--- config.mk ---
export PLATFORM = sky130hd
export DESIGN_NAME = hls_perf_monitor_flat
export DESIGN_NICKNAME = d
export VERILOG_FILES = /design/src/rtl/hls_perf_monitor_pkg.sv /design/src/rtl/hls_perf_monitor_if.sv /design/src/rtl/hls_perf_monitor_channel.sv /design/src/rtl/hls_perf_monitor.sv /design/src/flat_wrapper.sv
export SDC_FILE = /design/constraint.sdc
export NUM_CORES = 2
export LEC_CHECK = 0
export BUFFER_PORTS_ARGS = -buffer_cell sky130_fd_sc_hd__buf_2
export CORE_ASPECT_RATIO = 1.5
export CORE_MARGIN = 1
export CORE_UTILIZATION = 35
export CTS_CLUSTER_DIAMETER = 150
export DETAILED_ROUTE_END_ITERATION = 6
export GPL_TIMING_DRIVEN = 0
export MAX_ROUTING_LAYER = met4
export SYNTH_ARGS = -nofsm -noshare
export SYNTH_HDL_FRONTEND = slang
export SYNTH_SLANG_ARGS = --single-unit
--- constraint.sdc ---
create_clock -name clk -period 10.6 [get_ports clk]
set_input_delay 1.59 -clock clk [delete_from_list [all_inputs] [get_ports clk]]
set_output_delay 1.59 -clock clk [all_outputs]
set_load 0.05 [all_outputs]
--- src/rtl/hls_perf_monitor_pkg.sv ---
`default_nettype none
// ============================================================================
//  Module   : hls_perf_pkg
//  Desc     : Shared types and constants for the HLS performance monitor.
//  Revision : 1.0 - initial release
// ============================================================================
package hls_perf_pkg;

  typedef enum logic [1:0] {
    IDLE = 2'd0,
    RUN  = 2'd1,
    HOLD = 2'd2
  } ch_state_e;

  typedef enum logic [2:0] {
    SEL_TXN      = 3'd0,
    SEL_ACTIVE   = 3'd1,
    SEL_STALL    = 3'd2,
    SEL_LAST_LAT = 3'd3,
    SEL_MIN_LAT  = 3'd4,
    SEL_MAX_LAT  = 3'd5,
    SEL_ITER     = 3'd6,
    SEL_STATUS   = 3'd7
  } rd_sel_e;

  // Wide enough for any supported counter width; sliced down per instance.
  localparam int                   MAX_CNT_W    = 64;
  localparam logic [MAX_CNT_W-1:0] MIN_LAT_INIT = '1;

endpackage
`default_nettype wire

--- src/rtl/hls_perf_monitor_if.sv ---
`default_nettype none
// ============================================================================
//  Module   : hls_perf_monitor_if
//  Desc     : Handshake, iteration and register-read bundle of the monitor.
//  Revision : 1.0 - initial release
// ============================================================================
interface hls_perf_monitor_if #(
  parameter int NUM_CH = 4,
  parameter int CNT_W  = 32,
  parameter int SEL_W  = 3,
  parameter int CH_W   = (NUM_CH > 1) ? $clog2(NUM_CH) : 1
) ();

  logic              finish;
  logic              clear;
  logic [NUM_CH-1:0] ap_start;
  logic [NUM_CH-1:0] ap_done;
  logic [NUM_CH-1:0] ap_continue;
  logic [NUM_CH-1:0] iter_start;
  logic              rd_en;
  logic [CH_W-1:0]   rd_chan;
  logic [SEL_W-1:0]  rd_sel;
  logic              rd_valid;
  logic [CNT_W-1:0]  rd_data;
  logic [NUM_CH-1:0] busy;
  logic [NUM_CH-1:0] overflow;

  modport master (
    output finish, clear, ap_start, ap_done, ap_continue, iter_start,
           rd_en, rd_chan, rd_sel,
    input  rd_valid, rd_data, busy, overflow
  );

  modport slave (
    input  finish, clear, ap_start, ap_done, ap_continue, iter_start,
           rd_en, rd_chan, rd_sel,
    output rd_valid, rd_data, busy, overflow
  );

endinterface
`default_nettype wire

--- src/rtl/hls_perf_monitor_channel.sv ---
`default_nettype none
// ============================================================================
//  Module   : hls_perf_channel
//  Desc     : One ap_ctrl channel: IDLE/RUN/HOLD tracker plus saturating stats.
//  Revision : 1.0 - initial release
// ============================================================================
module hls_perf_channel
  import hls_perf_pkg::*;
#(
  parameter int CNT_W = 32
) (
  input  wire logic             clk,
  input  wire logic             rst,
  input  wire logic             finish,
  input  wire logic             clear,
  input  wire logic             ap_start,
  input  wire logic             ap_done,
  input  wire logic             ap_continue,
  input  wire logic             iter_start,
  output ch_state_e             state,
  output logic      [CNT_W-1:0] txn_cnt,
  output logic      [CNT_W-1:0] active_cyc,
  output logic      [CNT_W-1:0] stall_cyc,
  output logic      [CNT_W-1:0] last_lat,
  output logic      [CNT_W-1:0] min_lat,
  output logic      [CNT_W-1:0] max_lat,
  output logic      [CNT_W-1:0] iter_cnt,
  output logic                  overflow
);

  localparam logic [CNT_W-1:0] CNT_MAX  = '1;
  localparam logic [CNT_W-1:0] CNT_ONE  = CNT_W'(1);
  localparam logic [CNT_W-1:0] MIN_INIT = MIN_LAT_INIT[CNT_W-1:0];

  function automatic logic [CNT_W-1:0] sat_inc(input logic [CNT_W-1:0] v);
    return (v == CNT_MAX) ? v : v + CNT_ONE;
  endfunction

  ch_state_e        state_q,      state_d;
  logic [CNT_W-1:0] lat_cnt_q,    lat_cnt_d;
  logic [CNT_W-1:0] txn_cnt_q,    txn_cnt_d;
  logic [CNT_W-1:0] active_cyc_q, active_cyc_d;
  logic [CNT_W-1:0] stall_cyc_q,  stall_cyc_d;
  logic [CNT_W-1:0] last_lat_q,   last_lat_d;
  logic [CNT_W-1:0] min_lat_q,    min_lat_d;
  logic [CNT_W-1:0] max_lat_q,    max_lat_d;
  logic [CNT_W-1:0] iter_cnt_q,   iter_cnt_d;
  logic             overflow_q,   overflow_d;

  logic             w_complete;
  logic [CNT_W-1:0] w_cur_lat;
  logic             w_act_inc;
  logic             w_stall_inc;
  logic             w_iter_inc;
  logic             w_lat_inc;

  // Next state; w_cur_lat is the latency including the current cycle.
  always_comb begin
    state_d     = state_q;
    lat_cnt_d   = lat_cnt_q;
    w_complete  = 1'b0;
    w_cur_lat   = '0;
    w_act_inc   = 1'b0;
    w_stall_inc = 1'b0;
    w_iter_inc  = 1'b0;
    w_lat_inc   = 1'b0;
    case (state_q)
      IDLE: begin
        if (ap_start) begin
          w_act_inc = 1'b1;
          lat_cnt_d = CNT_ONE;
          if (ap_done && ap_continue) begin
            w_complete = 1'b1;
            w_cur_lat  = CNT_ONE;
          end else if (ap_done) begin
            state_d = HOLD;
          end else begin
            state_d = RUN;
          end
        end
      end
      RUN: begin
        w_act_inc  = 1'b1;
        w_iter_inc = iter_start;
        w_lat_inc  = 1'b1;
        lat_cnt_d  = sat_inc(lat_cnt_q);
        if (ap_done && ap_continue) begin
          w_complete = 1'b1;
          w_cur_lat  = sat_inc(lat_cnt_q);
          if (ap_start) lat_cnt_d = CNT_ONE;
          else          state_d   = IDLE;
        end else if (ap_done) begin
          state_d = HOLD;
        end
      end
      HOLD: begin
        w_stall_inc = 1'b1;
        if (ap_continue) begin
          w_complete = 1'b1;
          w_cur_lat  = lat_cnt_q;
          if (ap_start) begin
            state_d   = RUN;
            lat_cnt_d = CNT_ONE;
            w_act_inc = 1'b1;
          end else begin
            state_d = IDLE;
          end
        end
      end
      default: state_d = IDLE;
    endcase
  end

  // Statistics; clear discards whatever event lands in the same cycle.
  always_comb begin
    txn_cnt_d    = txn_cnt_q;
    active_cyc_d = active_cyc_q;
    stall_cyc_d  = stall_cyc_q;
    last_lat_d   = last_lat_q;
    min_lat_d    = min_lat_q;
    max_lat_d    = max_lat_q;
    iter_cnt_d   = iter_cnt_q;
    overflow_d   = overflow_q;
    if (clear) begin
      txn_cnt_d    = '0;
      active_cyc_d = '0;
      stall_cyc_d  = '0;
      last_lat_d   = '0;
      min_lat_d    = MIN_INIT;
      max_lat_d    = '0;
      iter_cnt_d   = '0;
      overflow_d   = 1'b0;
    end else begin
      if (w_act_inc)   active_cyc_d = sat_inc(active_cyc_q);
      if (w_stall_inc) stall_cyc_d  = sat_inc(stall_cyc_q);
      if (w_iter_inc)  iter_cnt_d   = sat_inc(iter_cnt_q);
      if (w_complete) begin
        txn_cnt_d  = sat_inc(txn_cnt_q);
        last_lat_d = w_cur_lat;
        if (w_cur_lat < min_lat_q) min_lat_d = w_cur_lat;
        if (w_cur_lat > max_lat_q) max_lat_d = w_cur_lat;
      end
      overflow_d = overflow_q
                 | (w_act_inc   && (active_cyc_q == CNT_MAX))
                 | (w_stall_inc && (stall_cyc_q  == CNT_MAX))
                 | (w_iter_inc  && (iter_cnt_q   == CNT_MAX))
                 | (w_complete  && (txn_cnt_q    == CNT_MAX))
                 | (w_lat_inc   && (lat_cnt_q    == CNT_MAX));
    end
  end

  always_ff @(posedge clk) begin
    if (rst) begin
      state_q      <= IDLE;
      lat_cnt_q    <= '0;
      txn_cnt_q    <= '0;
      active_cyc_q <= '0;
      stall_cyc_q  <= '0;
      last_lat_q   <= '0;
      min_lat_q    <= MIN_INIT;
      max_lat_q    <= '0;
      iter_cnt_q   <= '0;
      overflow_q   <= 1'b0;
    end else if (!finish) begin
      state_q      <= state_d;
      lat_cnt_q    <= lat_cnt_d;
      txn_cnt_q    <= txn_cnt_d;
      active_cyc_q <= active_cyc_d;
      stall_cyc_q  <= stall_cyc_d;
      last_lat_q   <= last_lat_d;
      min_lat_q    <= min_lat_d;
      max_lat_q    <= max_lat_d;
      iter_cnt_q   <= iter_cnt_d;
      overflow_q   <= overflow_d;
    end
  end

  assign state      = state_q;
  assign txn_cnt    = txn_cnt_q;
  assign active_cyc = active_cyc_q;
  assign stall_cyc  = stall_cyc_q;
  assign last_lat   = last_lat_q;
  assign min_lat    = min_lat_q;
  assign max_lat    = max_lat_q;
  assign iter_cnt   = iter_cnt_q;
  assign overflow   = overflow_q;

endmodule
`default_nettype wire

--- src/rtl/hls_perf_monitor.sv ---
`default_nettype none
// ============================================================================
//  Module   : hls_perf_monitor
//  Desc     : Multi-channel ap_ctrl statistics monitor with registered read port.
//  Revision : 1.0 - initial release
// ============================================================================
module hls_perf_monitor
  import hls_perf_pkg::*;
#(
  parameter int NUM_CH = 4,
  parameter int CNT_W  = 32,
  parameter int SEL_W  = 3
) (
  input wire logic          clk,
  input wire logic          rst,
  hls_perf_monitor_if.slave bus
);

  ch_state_e         ch_state   [NUM_CH];
  logic [CNT_W-1:0]  txn_cnt    [NUM_CH];
  logic [CNT_W-1:0]  active_cyc [NUM_CH];
  logic [CNT_W-1:0]  stall_cyc  [NUM_CH];
  logic [CNT_W-1:0]  last_lat   [NUM_CH];
  logic [CNT_W-1:0]  min_lat    [NUM_CH];
  logic [CNT_W-1:0]  max_lat    [NUM_CH];
  logic [CNT_W-1:0]  iter_cnt   [NUM_CH];
  logic [NUM_CH-1:0] w_overflow;
  logic [NUM_CH-1:0] w_busy;

  generate
    for (genvar i = 0; i < NUM_CH; i++) begin : g_ch
      hls_perf_channel #(
        .CNT_W (CNT_W)
      ) u_channel (
        .clk         (clk),
        .rst         (rst),
        .finish      (bus.finish),
        .clear       (bus.clear),
        .ap_start    (bus.ap_start[i]),
        .ap_done     (bus.ap_done[i]),
        .ap_continue (bus.ap_continue[i]),
        .iter_start  (bus.iter_start[i]),
        .state       (ch_state[i]),
        .txn_cnt     (txn_cnt[i]),
        .active_cyc  (active_cyc[i]),
        .stall_cyc   (stall_cyc[i]),
        .last_lat    (last_lat[i]),
        .min_lat     (min_lat[i]),
        .max_lat     (max_lat[i]),
        .iter_cnt    (iter_cnt[i]),
        .overflow    (w_overflow[i])
      );
      assign w_busy[i] = (ch_state[i] != IDLE);
    end
  endgenerate

  logic [CNT_W-1:0] w_rd_word;
  logic [2:0]       w_status;
  logic             rd_valid_q, rd_valid_d;
  logic [CNT_W-1:0] rd_data_q,  rd_data_d;

  // Out-of-range channels read as zero rather than aliasing a real channel.
  always_comb begin
    w_rd_word = '0;
    w_status  = '0;
    if (int'(bus.rd_chan) < NUM_CH) begin
      w_status = {w_overflow[bus.rd_chan], ch_state[bus.rd_chan]};
      case (bus.rd_sel)
        SEL_TXN:      w_rd_word = txn_cnt[bus.rd_chan];
        SEL_ACTIVE:   w_rd_word = active_cyc[bus.rd_chan];
        SEL_STALL:    w_rd_word = stall_cyc[bus.rd_chan];
        SEL_LAST_LAT: w_rd_word = last_lat[bus.rd_chan];
        SEL_MIN_LAT:  w_rd_word = min_lat[bus.rd_chan];
        SEL_MAX_LAT:  w_rd_word = max_lat[bus.rd_chan];
        SEL_ITER:     w_rd_word = iter_cnt[bus.rd_chan];
        SEL_STATUS:   w_rd_word = CNT_W'(w_status);
        default:      w_rd_word = '0;
      endcase
    end
  end

  always_comb begin
    rd_valid_d = bus.rd_en;
    rd_data_d  = bus.rd_en ? w_rd_word : rd_data_q;
  end

  always_ff @(posedge clk) begin
    if (rst) begin
      rd_valid_q <= 1'b0;
      rd_data_q  <= '0;
    end else begin
      rd_valid_q <= rd_valid_d;
      rd_data_q  <= rd_data_d;
    end
  end

  assign bus.rd_valid = rd_valid_q;
  assign bus.rd_data  = rd_data_q;
  assign bus.busy     = w_busy;
  assign bus.overflow = w_overflow;

endmodule
`default_nettype wire

--- src/flat_wrapper.sv ---
// flat-port wrapper written by rule: the top's interface ports become plain ports
module hls_perf_monitor_flat import hls_perf_pkg::*;
#(
  parameter int NUM_CH = 4,
  parameter int CNT_W  = 32,
  parameter int SEL_W  = 3
)
  (clk, rst, bus_finish, bus_clear, bus_ap_start, bus_ap_done, bus_ap_continue, bus_iter_start, bus_rd_en, bus_rd_chan, bus_rd_sel, bus_rd_valid, bus_rd_data, bus_busy, bus_overflow);
  hls_perf_monitor_if #(.NUM_CH(NUM_CH), .CNT_W(CNT_W), .SEL_W(SEL_W)) bus_i ();
  input wire logic clk;
  input wire logic rst;
  input wire logic [$bits(bus_i.finish)-1:0] bus_finish;
  input wire logic [$bits(bus_i.clear)-1:0] bus_clear;
  input wire logic [$bits(bus_i.ap_start)-1:0] bus_ap_start;
  input wire logic [$bits(bus_i.ap_done)-1:0] bus_ap_done;
  input wire logic [$bits(bus_i.ap_continue)-1:0] bus_ap_continue;
  input wire logic [$bits(bus_i.iter_start)-1:0] bus_iter_start;
  input wire logic [$bits(bus_i.rd_en)-1:0] bus_rd_en;
  input wire logic [$bits(bus_i.rd_chan)-1:0] bus_rd_chan;
  input wire logic [$bits(bus_i.rd_sel)-1:0] bus_rd_sel;
  output wire logic [$bits(bus_i.rd_valid)-1:0] bus_rd_valid;
  output wire logic [$bits(bus_i.rd_data)-1:0] bus_rd_data;
  output wire logic [$bits(bus_i.busy)-1:0] bus_busy;
  output wire logic [$bits(bus_i.overflow)-1:0] bus_overflow;
  assign bus_i.finish = bus_finish;
  assign bus_i.clear = bus_clear;
  assign bus_i.ap_start = bus_ap_start;
  assign bus_i.ap_done = bus_ap_done;
  assign bus_i.ap_continue = bus_ap_continue;
  assign bus_i.iter_start = bus_iter_start;
  assign bus_i.rd_en = bus_rd_en;
  assign bus_i.rd_chan = bus_rd_chan;
  assign bus_i.rd_sel = bus_rd_sel;
  assign bus_rd_valid = bus_i.rd_valid;
  assign bus_rd_data = bus_i.rd_data;
  assign bus_busy = bus_i.busy;
  assign bus_overflow = bus_i.overflow;
  hls_perf_monitor #(.NUM_CH(NUM_CH), .CNT_W(CNT_W), .SEL_W(SEL_W)) u_core (.clk(clk), .rst(rst), .bus(bus_i));
endmodule
### After elaboration in Yosys (flattened, before gate mapping)

Index checks and enable logic that the tools add are counted.

| cells by class | value |
|---|---|
| equal/unequal tests | 71 |
| muxes and demuxes | 231 |
| reduce and logical (&&, ||, !) cells | 97 |
| order comparisons | 10 |
| add/subtract/negate cells | 20 |
| bitwise logic cells | 22 |

Operators by type and width:

| operator | count |
|---|---|
| $mux W32 | 122 |
| $pmux W32 S3 | 8 |
| $add A32 B1 Y32 const B | 20 |
| $eq A32 B32 Y1 const B | 20 |
| $bmux W32 S2 | 7 |
| $pmux W32 S8 | 1 |
| $gt A32 B32 Y1 | 4 |
| $lt A32 B32 Y1 | 4 |
| $reduce_and A3 Y1 | 28 |
| $mux W2 | 30 |
| $ne A2 B2 Y1 const B | 28 |
| $reduce_bool A2 Y1 | 28 |
| $mux W1 | 49 |
| $logic_and A1 B1 Y1 | 24 |
| $ne A3 B3 Y1 const B | 8 |
| $pmux W1 S3 | 8 |
| $pmux W2 S3 | 4 |
| $reduce_and A6 Y1 | 4 |
| $or A1 B1 Y1 | 20 |
| $eq A3 B3 Y1 const B | 4 |
| $reduce_bool A3 Y1 | 4 |
| $eq A2 B1 Y1 const B | 4 |
| $eq A2 B2 Y1 const B | 4 |
| $logic_not A2 Y1 | 4 |
| 10 further kinds | 14 |

| word-level totals | value |
|---|---|
| bits in registers | 1069 |
| input port bits | 26 |
| word-level logic and storage cells | 493 |
| output and inout bits | 41 |

### Depth between registers and ports, before layout

| depth | value |
|---|---|
| depth in word-level cells | 10 |
| mapped depth | 21 |

### Cells and area by module

A second synthesis with hierarchy kept.

| second synthesis, totals | value |
|---|---|
| cell total of the unflattened synthesis | 7744 |
| area, all modules | 65487.8 um2 |

Modules (own cells, without submodules):

| module | area each (um2) | cells each | times used | seq. area each (um2) |
|---|---|---|---|---|
| hls_perf_channel (u_core.g_ch[0].u_channel ...) | 14332.5 | 1762 | 2 | 5185.0 |
| hls_perf_channel (u_core.g_ch[1].u_channel) | 14186.1 | 1719 | 1 | 5185.0 |
| hls_perf_channel (u_core.g_ch[2].u_channel) | 14042.2 | 1730 | 1 | 5185.0 |
| hls_perf_monitor | 8594.5 | 771 | 1 | 660.6 |

### Worst setup path before layout

OpenSTA, ideal clock, no wires.

| timing path | value |
|---|---|
| path type | input to register |
| start | input bus_ap_continue[3] |
| end | register u_core.g_ch[3].u_channel.min_lat_q[12] |
| setup time | 0.072 ns |
| stages | 15 |
| setup slack | 5.409 ns |
| arrival | 5.119 ns |
| data required time | 10.528 ns |
| path through | clkbuf_1 and3_1 clkbuf_1 clkbuf_1 o31ai_1 a31oi_1 ha_1 a21oi_1 o21ai_0 a2111oi_0 nand3b_1 a2bb2oi_1 a211oi_2 buf_4 mux2i_1 |

| on the way | value |
|---|---|
| word-level cells in the longest chain between the ends | 7 |

RTL lines:

| item | RTL line | text |
|---|---|---|
| from (decl) | flat_wrapper.sv:16 | `input wire logic [$bits(bus_i.ap_continue)-1:0] bus_ap_continue;` |
| $logic_and A1 B1 Y1 | hls_perf_monitor_channel.sv:72, hls_perf_monitor_channel.sv:87 |  |
| $mux W1 | hls_perf_monitor_channel.sv:72, hls_perf_monitor_channel.sv:87 |  |
| $mux W1 | hls_perf_monitor_channel.sv:69 | `if (ap_start) begin` |
| $pmux W32 S3 | hls_perf_monitor_channel.sv:67 | `case (state_q)` |
| $lt A32 B32 Y1 | hls_perf_monitor_channel.sv:140 | `if (w_cur_lat < min_lat_q) min_lat_d = w_cur_lat;` |
| $reduce_bool A2 Y1 (no line) | - |  |
| $reduce_and A3 Y1 (no line) | - |  |
| to (signal assigned) | hls_perf_monitor_channel.sv:171 | `min_lat_q <= min_lat_d;` |
| to (decl) | hls_perf_monitor_channel.sv:45 | `logic [CNT_W-1:0] min_lat_q, min_lat_d;` |

Several ways; a longest one is shown, not always the timed one. The select of a mux whose other input is x is not followed.
A chain may end at the register's enable or synchronous reset.

### Final worst setup path

| timing path | value |
|---|---|
| start | register u_core.g_ch[3].u_channel.state_q[0] |
| end | register u_core.g_ch[3].u_channel.max_lat_q[3] |

| on the way | value |
|---|---|
| word-level cells in the longest chain between the ends | 5 |

RTL lines:

| item | RTL line | text |
|---|---|---|
| from (decl) | hls_perf_monitor_channel.sv:39 | `ch_state_e state_q, state_d;` |
| from (signal assigned) | hls_perf_monitor_channel.sv:165 | `state_q <= state_d;` |
| $eq A2 B2 Y1, or another cell as far along | hls_perf_monitor_channel.sv:67 |  |
| $pmux W32 S3 | hls_perf_monitor_channel.sv:67 |  |
| $gt A32 B32 Y1 or $mux W32 (tied branches) | hls_perf_monitor_channel.sv:141 | `if (w_cur_lat > max_lat_q) max_lat_d = w_cur_lat;` |
| $reduce_bool A2 Y1 (no line) or $mux W32 (tied branches) | - |  |
| $reduce_and A3 Y1 (no line) or $mux W32 (tied branches) | - |  |
| to (signal assigned) | hls_perf_monitor_channel.sv:172 | `max_lat_q <= max_lat_d;` |
| to (decl) | hls_perf_monitor_channel.sv:46 | `logic [CNT_W-1:0] max_lat_q, max_lat_d;` |

Several ways; a longest one is shown, not always the timed one. The select of a mux whose other input is x is not followed.

==> impl_metrics.csv <==
group,metric,value,unit
critical_path,r2r_end,"u_core.g_ch[3].u_channel.max_lat[3]",
power,powerDensity,131,nW/um2
finish,final_common_cell,"dfxtp_1",
timing,clock_skew,0.0618,ns
critical_path,cp_max_fo,10,
finish,fin_area,71900,um2
global_routing,grt_pass1_wl,475000,um
critical_path,startpoint_type,"flip-flop",
critical_path,r2r_cells,16,
floorplanning,fp.coreArea,182000,um2
routing,wl_per_cell,33.3,um
clocking,cts_tree,"yes",
timing,max_slew.worst_pin.slew,1.63,ns
placement,place.gp.congestion,1.20,
critical_path,path_cells,"clkbuf_1 > nor2b_1 > and3_1 > clkbuf_1 > clkbuf_1 > a31oi_1 > a31oi_1 > ha_1 > nand4_1 > nor4_1 > o211ai_1 > a31oi_1 > o21ai_0 > a21oi_1 > clkbuf_1 > o32ai_1",
logic_synthesis,yosys-top-cells-area,"dfxtp_1 33%, mux4_2 8.0%, nor2_1 5.9%",
routing,initialDrtViolationCount,7272,
clocking,cts_max_level,3,
routing,drc,0,
logic_synthesis,synth_ff_type,"dfxtp_1",
critical_path,crit_path_end,"u_core.g_ch[3].u_channel.max_lat[3]",
global_routing,antenna_found_initial,56,
critical_path,cp-startpoint,"u_core.g_ch[3].u_channel.state[0]",
placement,io_buffer_count,59,
global_routing,track_usage,37.7,%
finish,drive_above_1_share,8.69,%
floorplanning,die_h,527,um
critical_path,r2r-start,"u_core.g_ch[3].u_channel.state[0]",
logic_synthesis,synth_top_cell_by_area,"dfxtp_1",
routing,routed_wl,348000,um
logic_synthesis,ys_seq_area_share,33.3,%
critical_path,cp-end-kind,"flip-flop",
timing,finalCriticalPeriod,7.68,ns
critical_path,arrival,8.30,ns
logic_synthesis,syn_inst,7687,
routing,avgViaCountPerCell,6.30,
floorplanning,fp.dieW,352,um
critical_path,crit_type,"reg2reg",
logic_synthesis,synthArstFlopShare,0,%
global_routing,grt_max_degree,16,
floorplanning,rows,192,
floorplanning,ios,67,
placement,dp_hpwl,274000,um
clocking,cts_setup_buffers,0,
clocking,cts_resized,0,
logic_synthesis,synth_top_area_share,33.3,%
floorplanning,dieArea,185000,um2
routing,antenna_left,0,
timing,finalCritPeriodShare,72.5,%
logic_synthesis,ys.warnings.count,0,
critical_path,critPathTopFamily,"compound AO/OA/AOI/OAI gates",
clocking,clkSinkCount,1069,
clocking,cts_buffer_depth,3,
logic_synthesis,synth.avg_cell_area,8.36,um2
critical_path,path_buf_inv,4,
timing,hold_viol,0,
finish,synthToLayoutAreaGrowth,11.8,%
floorplanning,floorplan.initialDensity,35.2,%
clocking,cts_buffers,111,
clocking,cts_root_buffer,"clkbuf_16",
timing,max_freq,130,MHz
critical_path,cp_slowest_cell,"a31oi_1",
global_routing,grt_pass1_vias,61300,
power,static-leakage-power,25.8,nW
logic_synthesis,synth-edff-count,0,
placement,postPlaceCellArea,67800,um2
finish,final_nets,8166,
critical_path,r2r_slack,2.92,ns
clocking,insertion_delay,0.80,ns
finish,final_cell_mix,"1069 x dfxtp_1, 1009 x nor2_1, 531 x nand2_1, 426 x clkbuf_1, 398 x inv_1",
routing,first_pass_iters,6,
critical_path,cp.required,11.22,ns
timing,setup_viol,0,
timing,setup_tns,0,ns
run_status,violations,"max-capacitance violations, max-slew violations",
clocking,path_clk_slew,0.07,ns
worst_hold_path,hold_class,"reg2reg",
run,cap_violations,7,
critical_path,crit_top_cell,"clkbuf_1",
timing,rsz0062_at_grt,"no",
logic_synthesis,yosysUniqueCellTypes,98,
timing,maxSlewHeadroom,-8.57,%
logic_synthesis,ys_ff_latch,1069,
critical_path,critPathMaxStageDelay,0.97,ns
clocking,holdBufCountCts,0,
logic_synthesis,synthesis.area,64300,um2
critical_path,cp.depth,16,
run_status,outcome,"finished with violations",
routing,vias,65700,
power,vdd_drop_max,0.143,mV
logic_synthesis,syn-num-nets,7985,
timing,slew_viol_final,78,
global_routing,grt-ovfl-total,0,
-- metrics by stage --
| stage | hold WS (ns) | setup WS (ns) | total power, mW | std cells | utilization [%] |
|---|---|---|---|---|---|
| floorplan | 0.429 | 5.41 | 4.61 | 7687 | - |
| global route | 0.495 | 2.88 | 9.56 | 10400 | 39.4 |
| detailed placement | 0.463 | 2.40 | 5.02 | 10200 | 37.2 |
| CTS | 0.471 | 3.23 | 9.36 | 10400 | 39.4 |
| finish | 0.471 | 2.92 | 9.40 | 10400 | 39.4 |
| global placement | 0.458 | 2.20 | 5.00 | 10200 | 37.1 |
-- how the worst min path moves through the flow --
| stage | slack [ns] | end | from | cells past startpoint |
|---|---|---|---|---|
| after floorplan | 0.43 | u_core.g_ch[3].u_channel.last_lat[23] | u_core.g_ch[3].u_channel.last_lat[23] | 2 |
| after global placement | 0.46 | u_core.g_ch[1].u_channel.txn_cnt[23] | u_core.g_ch[1].u_channel.txn_cnt[23] | 2 |
| after detailed placement | 0.46 | u_core.g_ch[0].u_channel.last_lat[21] | u_core.g_ch[0].u_channel.last_lat[21] | 2 |
| after CTS | 0.47 | u_core.g_ch[0].u_channel.last_lat[21] | u_core.g_ch[0].u_channel.last_lat[21] | 2 |
| after global routing | 0.49 | u_core.g_ch[3].u_channel.last_lat[9] | u_core.g_ch[3].u_channel.last_lat[9] | 2 |
| final | 0.47 | u_core.g_ch[0].u_channel.last_lat[21] | u_core.g_ch[0].u_channel.last_lat[21] | 2 |
-- power breakdown --
| part | internal, mW | switching, mW |
|---|---|---|
| sequential | 4.06 | 0.0817 |
| combinational | 0.191 | 0.653 |
| clock | 2.49 | 1.92 |
-- cells in the mapped netlist, drive strengths merged (75+ instances only) --
cell / count
nand2: 531
mux4: 229
and4: 99
o21ai: 344
and2: 75
xor2: 206
mux2i: 147
inv: 399
nand4: 245
dfxtp: 1069
clkbuf: 432
buf: 105
a21oi: 387
or3: 85
a31oi: 121
nor2: 1011
nor3: 233
a22oi: 201
nor4: 141
ha: 272
and3: 150
nand3: 283
xnor2: 193
-- registers in the layout, summed over array words and instances (netlist names) --
| name | count |
|---|---|
| u_core.bus.rd_data | 32 |
| u_core.g_ch.u_channel.overflow | 4 |
| u_core.g_ch.u_channel.active_cyc | 128 |
| u_core.g_ch.u_channel.lat_cnt_q | 128 |
| u_core.g_ch.u_channel.last_lat | 128 |
| u_core.g_ch.u_channel.iter_cnt | 128 |
| u_core.g_ch.u_channel.txn_cnt | 128 |
| u_core.g_ch.u_channel.state | 8 |
| u_core.g_ch.u_channel.min_lat | 128 |
| u_core.g_ch.u_channel.max_lat | 128 |
| u_core.g_ch.u_channel.stall_cyc | 128 |
| u_core.bus.rd_valid | 1 |
-- per-layer routing --
layer | global-route usage (%) | routed length (um)
met5 | - | 0
met4 | 38.3 | 43700
met1 | 36.6 | 114000
met2 | 59.0 | 158000
met3 | 10.2 | 32000
-- worst min-delay path, cell delays in order, from the launching register on --
cell	delay (ns)
dfxtp_1	0.32
nand2_1	0.06
a21oi_1	0.05
-- layout make-up --
type / instances / area [um2]
fill: 18600 / 110000
sequential: 1069 / 21400
clock buffer: 150 / 3170
multi-input combinational: 5681 / 39300
timing repair buffer: 68 / 398
clock inverter: 61 / 793
inverter: 400 / 1500
buffer: 537 / 2150
tap: 2425 / 3030
antenna: 42 / 105
-- cells by family (layout without fill, tap and decap cells) --
group	Yosys count	in the layout	synth area share, %
DFF	1069	1069	33.3
and+or+nand+nor	3038	3038	23.4
other	0	42	0
adders and majority gates	272	272	5.30
buffers and inverters	937	1216	5.64
muxes	397	397	10.7
AOI/OAI and AO/OA	1575	1575	16.3
xor gates and xnor gates	399	399	5.44
(Power assumes the default switching activity.)
